[src/rtl/muldiv_seq.sv]
// muldiv_seq: multi-cycle MULT/MULTU/DIV/DIVU sequencer owning HI/LO.
// One result bit per clock: shift-add for multiply, restoring divide for
// divide. Signed ops run on magnitudes and get their signs fixed in FIX.
module muldiv_seq #(
    parameter int WIDTH = 32
) (
    input  logic             clk_i,
    input  logic             rst_ni,
    input  logic             start_i,
    input  logic [1:0]       op_i2,
    input  logic [WIDTH-1:0] a_i32,
    input  logic [WIDTH-1:0] b_i32,
    input  logic             flush_i,
    input  logic             mthi_i,
    input  logic             mtlo_i,
    output logic             busy_o,
    output logic             done_o,
    output logic [WIDTH-1:0] hi_o32,
    output logic [WIDTH-1:0] lo_o32
);

    localparam int CW = (WIDTH > 1) ? $clog2(WIDTH) : 1;

    typedef enum logic [1:0] {
        S_IDLE = 2'd0,
        S_CALC = 2'd1,
        S_FIX  = 2'd2
    } state_t;

    state_t             state_r;
    logic [CW-1:0]      cnt_r;
    logic [1:0]         op_r;
    logic               sign_a_r;
    logic               sign_b_r;
    logic               dbz_r;
    // acc_r:low_r is the product register (multiply) or remainder:quotient (divide)
    logic [WIDTH-1:0]   acc_r;
    logic [WIDTH-1:0]   low_r;
    // multiplicand |a| for multiply, divisor |b| for divide
    logic [WIDTH-1:0]   opnd_r;
    logic               busy_r;
    logic               done_r;
    logic [WIDTH-1:0]   hi_r;
    logic [WIDTH-1:0]   lo_r;

    logic [WIDTH:0]     add_s;
    logic [WIDTH:0]     sub_s;
    logic [WIDTH-1:0]   acc_nxt_s;
    logic [WIDTH-1:0]   low_nxt_s;
    logic [2*WIDTH-1:0] prod_s;
    logic [2*WIDTH-1:0] prod_neg_s;
    logic [WIDTH-1:0]   fix_hi_s;
    logic [WIDTH-1:0]   fix_lo_s;

    // Magnitude of an operand; only signed ops strip the sign.
    function automatic logic [WIDTH-1:0] abs_val(input logic [WIDTH-1:0] v, input logic sgn);
        if (sgn && v[WIDTH-1]) begin
            return ~v + WIDTH'(1);
        end else begin
            return v;
        end
    endfunction

    assign busy_o = busy_r;
    assign done_o = done_r;
    assign hi_o32 = hi_r;
    assign lo_o32 = lo_r;

    // One iteration of the shared add/subtract-shift datapath.
    always_comb begin
        add_s     = {1'b0, acc_r} + {1'b0, opnd_r};
        sub_s     = {acc_r, low_r[WIDTH-1]} - {1'b0, opnd_r};
        acc_nxt_s = acc_r;
        low_nxt_s = low_r;
        if (op_r[1] == 1'b0) begin
            // multiply: conditionally add multiplicand, then shift right
            if (low_r[0]) begin
                acc_nxt_s = add_s[WIDTH:1];
                low_nxt_s = {add_s[0], low_r[WIDTH-1:1]};
            end else begin
                acc_nxt_s = {1'b0, acc_r[WIDTH-1:1]};
                low_nxt_s = {acc_r[0], low_r[WIDTH-1:1]};
            end
        end else begin
            // divide: shift in next dividend bit, keep difference if non-negative
            if (sub_s[WIDTH] == 1'b0) begin
                acc_nxt_s = sub_s[WIDTH-1:0];
                low_nxt_s = {low_r[WIDTH-2:0], 1'b1};
            end else begin
                acc_nxt_s = {acc_r[WIDTH-2:0], low_r[WIDTH-1]};
                low_nxt_s = {low_r[WIDTH-2:0], 1'b0};
            end
        end
    end

    // Sign fix-up and final HI/LO selection, used at the FIX edge.
    always_comb begin
        prod_s     = {acc_r, low_r};
        prod_neg_s = ~prod_s + (2*WIDTH)'(1);
        fix_hi_s   = acc_r;
        fix_lo_s   = low_r;
        if (op_r[1] == 1'b0) begin
            if (op_r[0] && (sign_a_r ^ sign_b_r)) begin
                fix_hi_s = prod_neg_s[2*WIDTH-1:WIDTH];
                fix_lo_s = prod_neg_s[WIDTH-1:0];
            end else begin
                fix_hi_s = prod_s[2*WIDTH-1:WIDTH];
                fix_lo_s = prod_s[WIDTH-1:0];
            end
        end else begin
            // remainder takes the dividend's sign; with b=0 it equals the original a
            if (op_r[0] && sign_a_r) begin
                fix_hi_s = ~acc_r + WIDTH'(1);
            end else begin
                fix_hi_s = acc_r;
            end
            if (dbz_r) begin
                fix_lo_s = {WIDTH{1'b1}};
            end else if (op_r[0] && (sign_a_r ^ sign_b_r)) begin
                fix_lo_s = ~low_r + WIDTH'(1);
            end else begin
                fix_lo_s = low_r;
            end
        end
    end

    // Sequencer FSM with registered busy/done and the HI/LO registers.
    always_ff @(posedge clk_i or negedge rst_ni) begin
        if (!rst_ni) begin
            state_r  <= S_IDLE;
            cnt_r    <= '0;
            op_r     <= 2'b00;
            sign_a_r <= 1'b0;
            sign_b_r <= 1'b0;
            dbz_r    <= 1'b0;
            acc_r    <= '0;
            low_r    <= '0;
            opnd_r   <= '0;
            busy_r   <= 1'b0;
            done_r   <= 1'b0;
            hi_r     <= '0;
            lo_r     <= '0;
        end else begin
            done_r <= 1'b0;
            case (state_r)
                S_IDLE: begin
                    if (mthi_i) begin
                        hi_r <= a_i32;
                    end
                    if (mtlo_i) begin
                        lo_r <= a_i32;
                    end
                    if (start_i) begin
                        op_r     <= op_i2;
                        sign_a_r <= op_i2[0] & a_i32[WIDTH-1];
                        sign_b_r <= op_i2[0] & b_i32[WIDTH-1];
                        dbz_r    <= op_i2[1] & (b_i32 == '0);
                        cnt_r    <= '0;
                        acc_r    <= '0;
                        if (op_i2[1]) begin
                            low_r  <= abs_val(a_i32, op_i2[0]);
                            opnd_r <= abs_val(b_i32, op_i2[0]);
                        end else begin
                            low_r  <= abs_val(b_i32, op_i2[0]);
                            opnd_r <= abs_val(a_i32, op_i2[0]);
                        end
                        busy_r  <= 1'b1;
                        state_r <= S_CALC;
                    end
                end
                S_CALC: begin
                    if (flush_i) begin
                        busy_r  <= 1'b0;
                        state_r <= S_IDLE;
                    end else begin
                        acc_r <= acc_nxt_s;
                        low_r <= low_nxt_s;
                        cnt_r <= cnt_r + CW'(1);
                        if (cnt_r == CW'(WIDTH-1)) begin
                            state_r <= S_FIX;
                        end
                    end
                end
                S_FIX: begin
                    if (flush_i) begin
                        busy_r  <= 1'b0;
                        state_r <= S_IDLE;
                    end else begin
                        hi_r    <= fix_hi_s;
                        lo_r    <= fix_lo_s;
                        done_r  <= 1'b1;
                        busy_r  <= 1'b0;
                        state_r <= S_IDLE;
                    end
                end
                default: begin
                    busy_r  <= 1'b0;
                    state_r <= S_IDLE;
                end
            endcase
        end
    end

endmodule

[config.mk]
export PLATFORM = sky130hd
export DESIGN_NAME = muldiv_seq
export DESIGN_NICKNAME = d
export VERILOG_FILES = /design/src/rtl/muldiv_seq.sv
export SDC_FILE = /design/constraint.sdc
export NUM_CORES = 1
export LEC_CHECK = 0
export CORE_MARGIN = 4
export CORE_UTILIZATION = 45
export DETAILED_ROUTE_END_ITERATION = 7
export PLACE_DENSITY_LB_ADDON = 0.05
export SLEW_MARGIN = 5
export SYNTH_ARGS = -nofsm -noshare
export SYNTH_HDL_FRONTEND = slang
export SYNTH_SLANG_ARGS = --single-unit
[constraint.sdc]
create_clock -name clk_i -period 6.5 [get_ports clk_i]
set_input_delay 0.65 -clock clk_i [delete_from_list [all_inputs] [get_ports clk_i]]
set_output_delay 0.65 -clock clk_i [all_outputs]
set_load 0.03 [all_outputs]
==> summary.md, run 1 <==
| Metric | Value |
|---|---|
| Residual DRC | 0 |
| Post-CTS repair timing setup buffer count | 0 |
| Setup crit end kind | flop |
| Synth top area cells | dfrtp_1, a21oi_1, ha_1, xnor2_1, o21ai_0 |
| Via count | 14810 |
| Fraction of layout cells with a size suffix above 1 | 0.04500 |
| Clk slew on worst S/H paths | 0.07 ns |
| Mapped Nets | 2082 |
| Area Overhead vs Synth | 14.06% |
| Mapped Area | 15270 um^2 |
| RSZ-0062 raised after global routing | no |
| # diodes | 0 |
| Met1 wire length | 25080 um |
| Slew @ Worst Pin | 1.202 ns |
| Total of warnings raised by yosys | 0 |
| Leakage | 0.007514 uW |
| Setup violations, final | 0 |
| Drt total wl | 56840 um |
| Die Y-Extent | between 150 and 200 um |
| Full die area | 36940 um^2 |
| Largest net degree at the start of global routing | 94 |
| Seq cells post-synth | between 150 and 200 |
| Final Cycle Share | 0.6080 |
| Dpl cell area | 16840 um^2 |
| DR iter-0 viols | 1345 |
| Critical path launch point type | flop |
| Setup TNS | 0 ns |
| Clock sinks | between 150 and 200 |
| Worst min path class | input port to async pin |
| Cell taking the most area after synthesis | dfrtp_1 |
| Overflow after GRT | 0 |
| Average wire per standard cell | 23.22 um |
| CTS tree | built |
| Num CTS Buffers | 17 |
| Max-slew violation count | 0 |
| Fraction of registers with async set/reset | 1.000 |
| Synth Flop Type | dfrtp_1 |
| Met3 WL | between 3000 and 4000 um |
| Crit-path max FO | 37 |
| First-pass GRT wire length | 86190 um |
| Initial core utilization | 0.4553 |
| Final instance area | 17410 um^2 |
| Post-layout instance count excluding filler cells | 2448 |
| Via density per instance | slightly above 6 |
| Setup CP Type | flop to flop |
| Port Buffers | 137 |
| Synth Instances | slightly below 2000 |
| Core area | about 34000 um^2 |
| Sequential share of the synthesized area | 0.2852 |
| HPWL after DPL | 43330 um |
| Max_cap viols | 0 |
| GRT Total Usage | 0.3062 |
| Met2 WL | 26330 um |
| Outcome | completed |
| Final Hold Viols | 0 |
| Setup WS post-layout | 2.548 ns |
| Rows | between 60 and 70 |
| DP Cell Count | around 2400 |
| Routability cong. | 1.003 |
| Hold_buf cts | 0 |
| DR top layer | met4 |
| Antenna violations before repair | 0 |
| Vias in the first global route | approximately 14000 |
| Final critical-path required period | about 4 ns |
| Max IR drop VDD | 235.4 uV |
| Crit path DAT | 4.29 ns |
| Top-area cell type share of the netlist area | 0.2852 |
| Yosys cell types | 93 |
| Max Fclk | between 0.2 and 0.3 GHz |
| DRT antenna net count | 0 |
| Clk root buf | clkbuf_16 |
| Layout Skew | 0.01054 ns |
| Die X | 192.2 um |
| Max transition margin | 0.1959 |
| PD cells | just over 400 nW/um^2 |
| Max Buffers Root-to-Sink | 2 |
| Required time worst endpoint | 6.84 ns |
| I/O Pins | 138 |
| Syn avg cell area | 7.877 um^2 |
| # H-tree levels | 4 |
| Number of synthesized flops with an enable pin | 0 |
| Clk_lat worst skew | 0.45 ns |
| Resized cells post-CTS | 0 |
| First drt pass iteration count | 5 |
| Post-place setup slack | around 2.6 ns |
| Nets | 2132 |
## sequential cells by signal, summed over array words and instances (netlist names)
signal	cells
sign_a_r	1
state_r	2
dbz_r	1
sign_b_r	1
op_r	2
opnd_r	32
cnt_r	5
busy_o	1
hi_o32	32
lo_o32	32
acc_r	32
done_o	1
low_r	32
## synth_stat cells, drive strengths merged, types with 44 or more instances
master  count
inv        63
a21oi     192
mux2i      81
nand2     217
xnor2      98
dfrtp     174
clkbuf    102
nand3      44
ha         70
xor2       81
nor2      183
o21ai     176
## logic make-up (layout without fill, tap and decap cells)
group,Yosys count,after routing,synth area share
compound gates,629,629,0.2564
buf+inv,188,250,0.04885
xor+xnor,179,179,0.1027
fa+ha+maj,72,72,0.06000
simple gates,612,612,0.1915
mux,84,84,0.05532
flops,174,174,0.2852
## path summary, 6_finish.rpt
check                          start         to  slack [ns]  cells after the start
max in group asynchronous     rst_ni  lo_o32[7]        4.92                      2
max                        low_r[31]   low_r[0]        2.55                     13
max reg2reg                low_r[31]   low_r[0]        2.55                     13
min in group clk_i         hi_o32[2]  hi_o32[2]        0.48                      2
min                           rst_ni  acc_r[15]        0.18                      1
min reg2reg                hi_o32[2]  hi_o32[2]        0.48                      2
## placed cells by master, fill, tap and decap left out, types with 24 or more instances in the layout
master and count:
nand2_1 214, a21oi_1 192, nor2_1 180, dfrtp_1 173, o21ai_0 163, clkdlybuf4s50_1 135, xnor2_1 98, xor2_1 81
mux2i_1 81, ha_1 70, inv_1 62, nand3_1 44, a21o_1 40, o22ai_1 35, nor3_1 33, a31oi_1 28
o211ai_1 24
## critical path, cell delays in order, from the launching register on
cell and delay (ns):
dfrtp_1 0.52, inv_1 0.12, ha_1 0.26, fa_1 0.40
nand2b_1 0.18, a21o_1 0.19, a31oi_2 0.26, nor3_1 0.13
o221a_4 0.29, a221oi_4 0.47, nand2_8 0.33, nand2_1 0.25
o21ai_0 0.11, a221o_1 0.32
## metal layers
metal | vias up | track usage
met5 | - | 0
li1 | 7065 | -
met4 | 0 | 0.1149
met1 | 7199 | 0.4225
met2 | 456 | 0.4867
met3 | 88 | 0.04635
## report_power, final
group	switching (uW)	internal (uW)	leakage (uW)	total [uW]
clock	486	564	0.000275	1050
combinational	2400	1760	0.00509	4160
sequential	577	1340	0.00215	1920
total	3470	3660	0.00751	7130
## layout make-up
type                       count  area (um^2)
tap                          448        560.5
clock buffer                  17        425.4
multi-input combinational   1576        10190
inverter                      65        244.0
clock inverter                14        142.6
timing repair buffer         154         1495
sequential                   174         4358
fill                        3298        16120
## metrics by stage
step                power [uW]  hold WS [ns]    util
finish                    7132        0.1832  0.5193
floorplan                 4843        0.3544       -
detailed placement        6038        0.4702  0.5023
global placement          6011        0.4571  0.5023
global route              7634        0.2446  0.5193
CTS                       7109        0.2266  0.5193
Note: power is estimated with default switching activity, not from simulation.
==> inputs of run 2 (changes only) <==
==> constraint.sdc (replaced) <==
create_clock -name clk_i -period 3.66 [get_ports clk_i]
set_input_delay 0.366 -clock clk_i [delete_from_list [all_inputs] [get_ports clk_i]]
set_output_delay 0.366 -clock clk_i [all_outputs]
set_load 0.03 [all_outputs]
==> summary.md, run 2 (synthesis results as in run 1) <==
| Metric | Value |
|---|---|
| Slew @ Worst Pin | 1.105 ns |
| Clk root buf | clkbuf_16 |
| Crit-path max FO | 10 |
| GRT Total Usage | 0.3165 |
| Average wire per standard cell | 23.41 um |
| Final Hold Slack | 0.4834 ns |
| Required time worst endpoint | 4.01 ns |
| R2R depth | 13 |
| Max transition margin | 0.2608 |
| R2r setup slk | 0.16 ns |
| Setup crit end kind | flop |
| Slowest stage delay, CP | 0.61 ns |
| Commonest cells after routing, fill and taps aside | nand2_1, a21oi_1, nor2_1 |
| Commonest non-fill, non-tap cell in the layout | nand2_1 |
| Overflow after GRT | 0 |
| I/O Pins | between 100 and 150 |
| Final Cycle Share | 0.9566 |
| Rows | 67 |
| Largest net degree at the start of global routing | 83 |
| Min-delay src | lo_o32[18] |
| Num CTS Buffers | 17 |
| Routability cong. | 0.9953 |
| Via count | ~15000 |
| Layout Skew | between 0.015 and 0.02 ns |
| Setup violations, final | 0 |
| Max IR drop VDD | between 300 and 400 uV |
| Via density per instance | 6.027 |
| # diodes | 0 |
| Hold endpoint | lo_o32[18] |
| Max_cap viols | 0 |
| Sequential standard cell area | between 4000 and 5000 um^2 |
| RSZ-0062 raised after global routing | no |
| Nets | 2211 |
| Die X | a little under 200 um |
| DP Cell Count | 2491 |
| Residual DRC | 0 |
| Max-slew violation count | 0 |
| Post-layout instance count excluding filler cells | 2528 |
| Worst min path class | flop to flop |
| Die Y-Extent | 192.2 um |
| Worst reg2reg startpoint | low_r[31] |
| Setup CP Type | flop to flop |
| Cells along the critical path | inv_1 > ha_1 > fa_1 > nand2b_1 > a21o_1 > a31oi_4 > nor3_1 > o221a_4 > o41a_4 > nand2_8 > mux2i_1 > a21oi_1 > a22o_1 |
| DRT antenna net count | 0 |
| Max Buffers Root-to-Sink | 2 |
| Clock sinks | 174 |
| Final Hold Viols | 0 |
| CTS tree | built |
| Outcome | completed |
| Initial core utilization | 0.4553 |
| Port Buffers | 137 |
| Clk slew on worst S/H paths | approximately 0.080 ns |
| Reg2reg end | acc_r[22] |
| Vias in the first global route | 14650 |
| Max Fclk | 0.2856 GHz |
| Clk_lat worst skew | 0.47 ns |
| Area Overhead vs Synth | 18.78% |
| Fraction of layout cells with a size suffix above 1 | 0.08077 |
| # H-tree levels | 4 |
| Leakage | slightly below 0.008 uW |
| Area of the multi-input gates | 10230 um^2 |
| Hold Path Depth | 2 |
| Setup TNS | 0 ns |
| First drt pass iteration count | 8 |
| PD cells | 736.5 nW/um^2 |
| Final critical-path required period | approximately 3.5 ns |
| Crit path DAT | 3.85 ns |
| CP max-delay cell | o41a_4 |
| Antenna violations before repair | 1 |
| Core area | around 34000 um^2 |
| HPWL after DPL | between 40000 and 50000 um |
| Critical path launch point type | flop |
| Full die area | 36940 um^2 |
| Drt total wl | 59170 um |
| Fillers | roughly 3300 |
| First-pass GRT wire length | 88640 um |
| DR iter-0 viols | 1325 |
## run 2: worst max-delay path by stage
stage	from	end	slack (ns)	depth (start not counted)
3_5_place_dp	low_r[31]	low_r[0]	0.05	13
2_1_floorplan	low_r[31]	acc_r[4]	0.33	14
3_3_place_gp	low_r[31]	acc_r[23]	0.16	13
6_report	low_r[31]	acc_r[22]	0.16	13
5_1_grt	low_r[31]	acc_r[3]	0.02	13
4_1_cts	low_r[31]	acc_r[22]	0.05	13
## run 2: repair_timing
item	in CTS	in global routing
endpoints found under the setup margin	0	27
hold buffers	1	0
resized for setup	0	3
hold endpoints to repair	4	0
setup buffers	0	2
## run 2: cell type report
cell class	count	area share
clock buffer	18	0.02422
clock inverter	14	0.01090
inverter	65	0.01346
multi-input combinational	1578	0.5643
sequential	174	0.2403
tap	448	0.03091
timing repair buffer	231	0.1159
## run 2: metal layers
layer | up-vias | global-route usage | wire, um
met5 | - | 0 | 0
met4 | 0 | 0.1242 | 2297
met3 | 103 | 0.06761 | 4592
met2 | 557 | 0.4949 | 27080
met1 | 7363 | 0.4288 | 25200
li1 | 7213 | - | -
## run 2: report_power, final
| group | leakage (uW) | switching [uW] | internal (uW) |
|---|---|---|---|
| logic | 0.00550 | 4820 | 3430 |
| registers | 0.00215 | 655 | 2390 |
| clock network | 0.000303 | 931 | 1120 |
## run 2: metrics by stage
step / instance area (um^2) / setup WS (ns) / util / power (uW)
after detailed placement: 17410 / 0.05471 / 0.5192 / 11000
after CTS: 18060 / 0.04619 / 0.5385 / 13090
final: 18130 / 0.1588 / 0.5407 / 13350
after floorplan: 15270 / 0.3336 / - / 8600
after global placement: 17410 / 0.1586 / 0.5192 / 10950
after global routing: 18130 / 0.01853 / 0.5407 / 14250
## run 2: worst max-delay path: cells and delay by family, from the launching register on
family / cells / cell delay [ns]
AOI/OAI and AO/OA: 6 / 1.61
and+or+nand+nor: 3 / 0.47
buffers and inverters: 1 / 0.07
muxes: 1 / 0.23
adders and majority gates: 2 / 0.65
DFF: 1 / 0.35
==> inputs of run 3 (changes only) <==
==> config.mk (replaced) <==
export PLATFORM = sky130hd
export DESIGN_NAME = muldiv_seq
export DESIGN_NICKNAME = d
export VERILOG_FILES = /design/src/rtl/muldiv_seq.sv
export SDC_FILE = /design/constraint.sdc
export NUM_CORES = 1
export LEC_CHECK = 0
export CORE_MARGIN = 5
export CORE_UTILIZATION = 45
export DETAILED_ROUTE_END_ITERATION = 7
export PLACE_DENSITY = 0.65
export SLEW_MARGIN = 30
export SYNTH_ARGS = -nofsm -noshare
export SYNTH_HDL_FRONTEND = slang
export SYNTH_SLANG_ARGS = --single-unit
==> summary.md, run 3 (synthesis results as in run 1) <==
| Metric | Value |
|---|---|
| Sequential power share | 0.228 |
| Outcome | completed |
| Max transition margin | 0.4005 |
| Max-slew violation count | 0 |
| Rows | 67 |
| I/O Pins | around 140 |
| Clk slew on worst S/H paths | 0.07 ns |
| Num CTS Buffers | 17 |
| # H-tree levels | 4 |
| Reg2reg end | acc_r[16] |
| Setup violations, final | 0 |
| First drt pass iteration count | 5 |
| GRT Total Usage | 0.3000 |
| Met2 Usage GRT | 0.4846 |
| Clock sinks | 174 |
| Clock share of power | 0.154 |
| HPWL after DPL | 45090 um |
| Full die area | 37710 um^2 |
| Final Hold Slack | 0.4870 ns |
| Hold Path Depth | 2 |
| Drt total wl | 58410 um |
| Via density per instance | 6.119 |
| RSZ-0062 raised after global routing | yes |
| DR iter-0 viols | between 1500 and 2000 |
| Critical path launch point type | flop |
| Max IR drop VDD | 383.4 uV |
| Worst min path class | flop to flop |
| Net Sw Frac | 0.4726 |
| Comb pwr share | 0.618 |
| Area of the multi-input gates | 10210 um^2 |
| Die Y-Extent | 194.2 um |
| Die X | 194.2 um |
| Routing usage on met3 | 0.04396 |
| Port Buffers | 137 |
| Nets | 2205 |
| Setup crit end kind | flop |
| Via count | 15430 |
| First-pass GRT wire length | 88560 um |
| Clk_lat worst skew | 0.45 ns |
| Int Power | about 7000 uW |
| Overflow after GRT | 0 |
| Fillers | roughly 3300 |
| Routability cong. | 0.9676 |
| Vias in the first global route | about 15000 |
| Largest net degree at the start of global routing | slightly above 80 |
| Busiest layer in global routing | met2 |
| GR met1 Demand/Resource | 0.4079 |
| Max Buffers Root-to-Sink | 2 |
| Final Cycle Share | 0.9676 |
| Clk root buf | clkbuf_16 |
| Max_cap viols | 0 |
| Antenna violations before repair | 1 |
| Average wire per standard cell | 23.16 um |
| Area Overhead vs Synth | 18.15% |
| Layout Skew | between 0.01 and 0.015 ns |
| Initial core utilization | 0.4553 |
| Sequential standard cell area | ~4400 um^2 |
| Layout Utilization | 0.5379 |
| Crit-path max FO | 18 |
| Core area | 33530 um^2 |
| Final Hold Viols | 0 |
| Setup CP Type | flop to flop |
| Final critical-path required period | 3.541 ns |
| Commonest non-fill, non-tap cell in the layout | nand2_1 |
| Leakage | 0.007909 uW |
| R2r setup slk | 0.12 ns |
| Worst reg2reg startpoint | low_r[31] |
| CTS tree | built |
| DRT antenna net count | 0 |
| Slew @ Worst Pin | 0.8992 ns |
| R2R depth | 13 |
| Fraction of layout cells with a size suffix above 1 | 0.07622 |
| Commonest cells after routing, fill and taps aside | nand2_1, a21oi_1, nor2_1 |
| Max Fclk | 0.2824 GHz |
| Post-layout instance count excluding filler cells | 2522 |
| Switch Pwr | 6250 uW |
| PD cells | 733.2 nW/um^2 |
| Crit path DAT | 3.88 ns |
| Hold endpoint | lo_o32[3] |
| Residual DRC | 0 |
| Min-delay src | lo_o32[3] |
| DP Cell Count | 2485 |
| Required time worst endpoint | 4.00 ns |
-- run 3: changes by cell type in the layout (fill, tap and decap cells not counted), moves of 2 or more --
cell / delta
clkbuf_1: +3
nand2_4: +2
nand2_8: -2
clkinvlp_4: -2
clkinv_4: +2
inv_8: -3
inv_6: -3
buf_4: -5
-- run 3: through the flow --
step           TNS [ns]  setup WS (ns)  total power (uW)  area [um^2]
5_1_grt        -0.05241       -0.01810             14080        18030
3_5_place_dp          0        0.08376             10950        17360
2_1_floorplan         0         0.3336              8600        15270
6_report              0         0.1186             13230        18040
4_1_cts               0        0.06404             13020        18000
3_3_place_gp          0         0.1043             10880        17360
-- run 3: worst max-delay path, cell delays in order, from the launching register on --
cell and delay [ns]:
dfrtp_1 0.36, inv_1 0.08, ha_1 0.23, fa_1 0.40, nand2b_1 0.18, a21o_1 0.19, a31oi_2 0.20, nor3_1 0.11
o221a_4 0.29, o41a_4 0.58, nand2_4 0.30, mux2i_1 0.23, mux2i_1 0.09, a22o_1 0.19
-- run 3: how the worst max path moves through the flow --
stage | start | cells past startpoint | end | slack [ns]
after floorplan | low_r[31] | 14 | acc_r[4] | 0.33
after global placement | b_i32[2] | 11 | opnd_r[28] | 0.10
after detailed placement | low_r[31] | 13 | acc_r[31] | 0.08
after CTS | low_r[31] | 13 | acc_r[31] | 0.06
after global routing | low_r[31] | 13 | acc_r[24] | -0.02
final | low_r[31] | 13 | acc_r[16] | 0.12
-- run 3: metal layers --
metal | share of wire | vias up
met4 | 0.042 | 2
met1 | 0.42 | 7476
met5 | 0.00034 | -
li1 | - | 7211
met2 | 0.46 | 630
met3 | 0.074 | 113
-- run 3: power groups by stage --
stage                     Combinational (uW)  Sequential [uW]  Clock [uW]
after floorplan                         5460             3140           0
after CTS                               7970             3000        2050
after global placement                  7850             3020           0
final                                   8170             3020        2040
after detailed placement                7920             3030           0
after global routing                    8880             3080        2120
-- run 3: layout make-up --
class,instances,area share
tap,448,0.03108
multi-input combinational,1578,0.5658
clock inverter,9,0.008810
clock buffer,22,0.02574
timing repair buffer,225,0.1133
sequential,174,0.2416
inverter,65,0.01353
antenna,1,0.0001387
-- run 3: timing repair --
action,4_1_cts,5_1_grt
endpoints found under the setup margin,0,24
hold buffers,1,0
buffers inserted,0,2
endpoints found under the hold margin,6,0
resized for setup,0,0
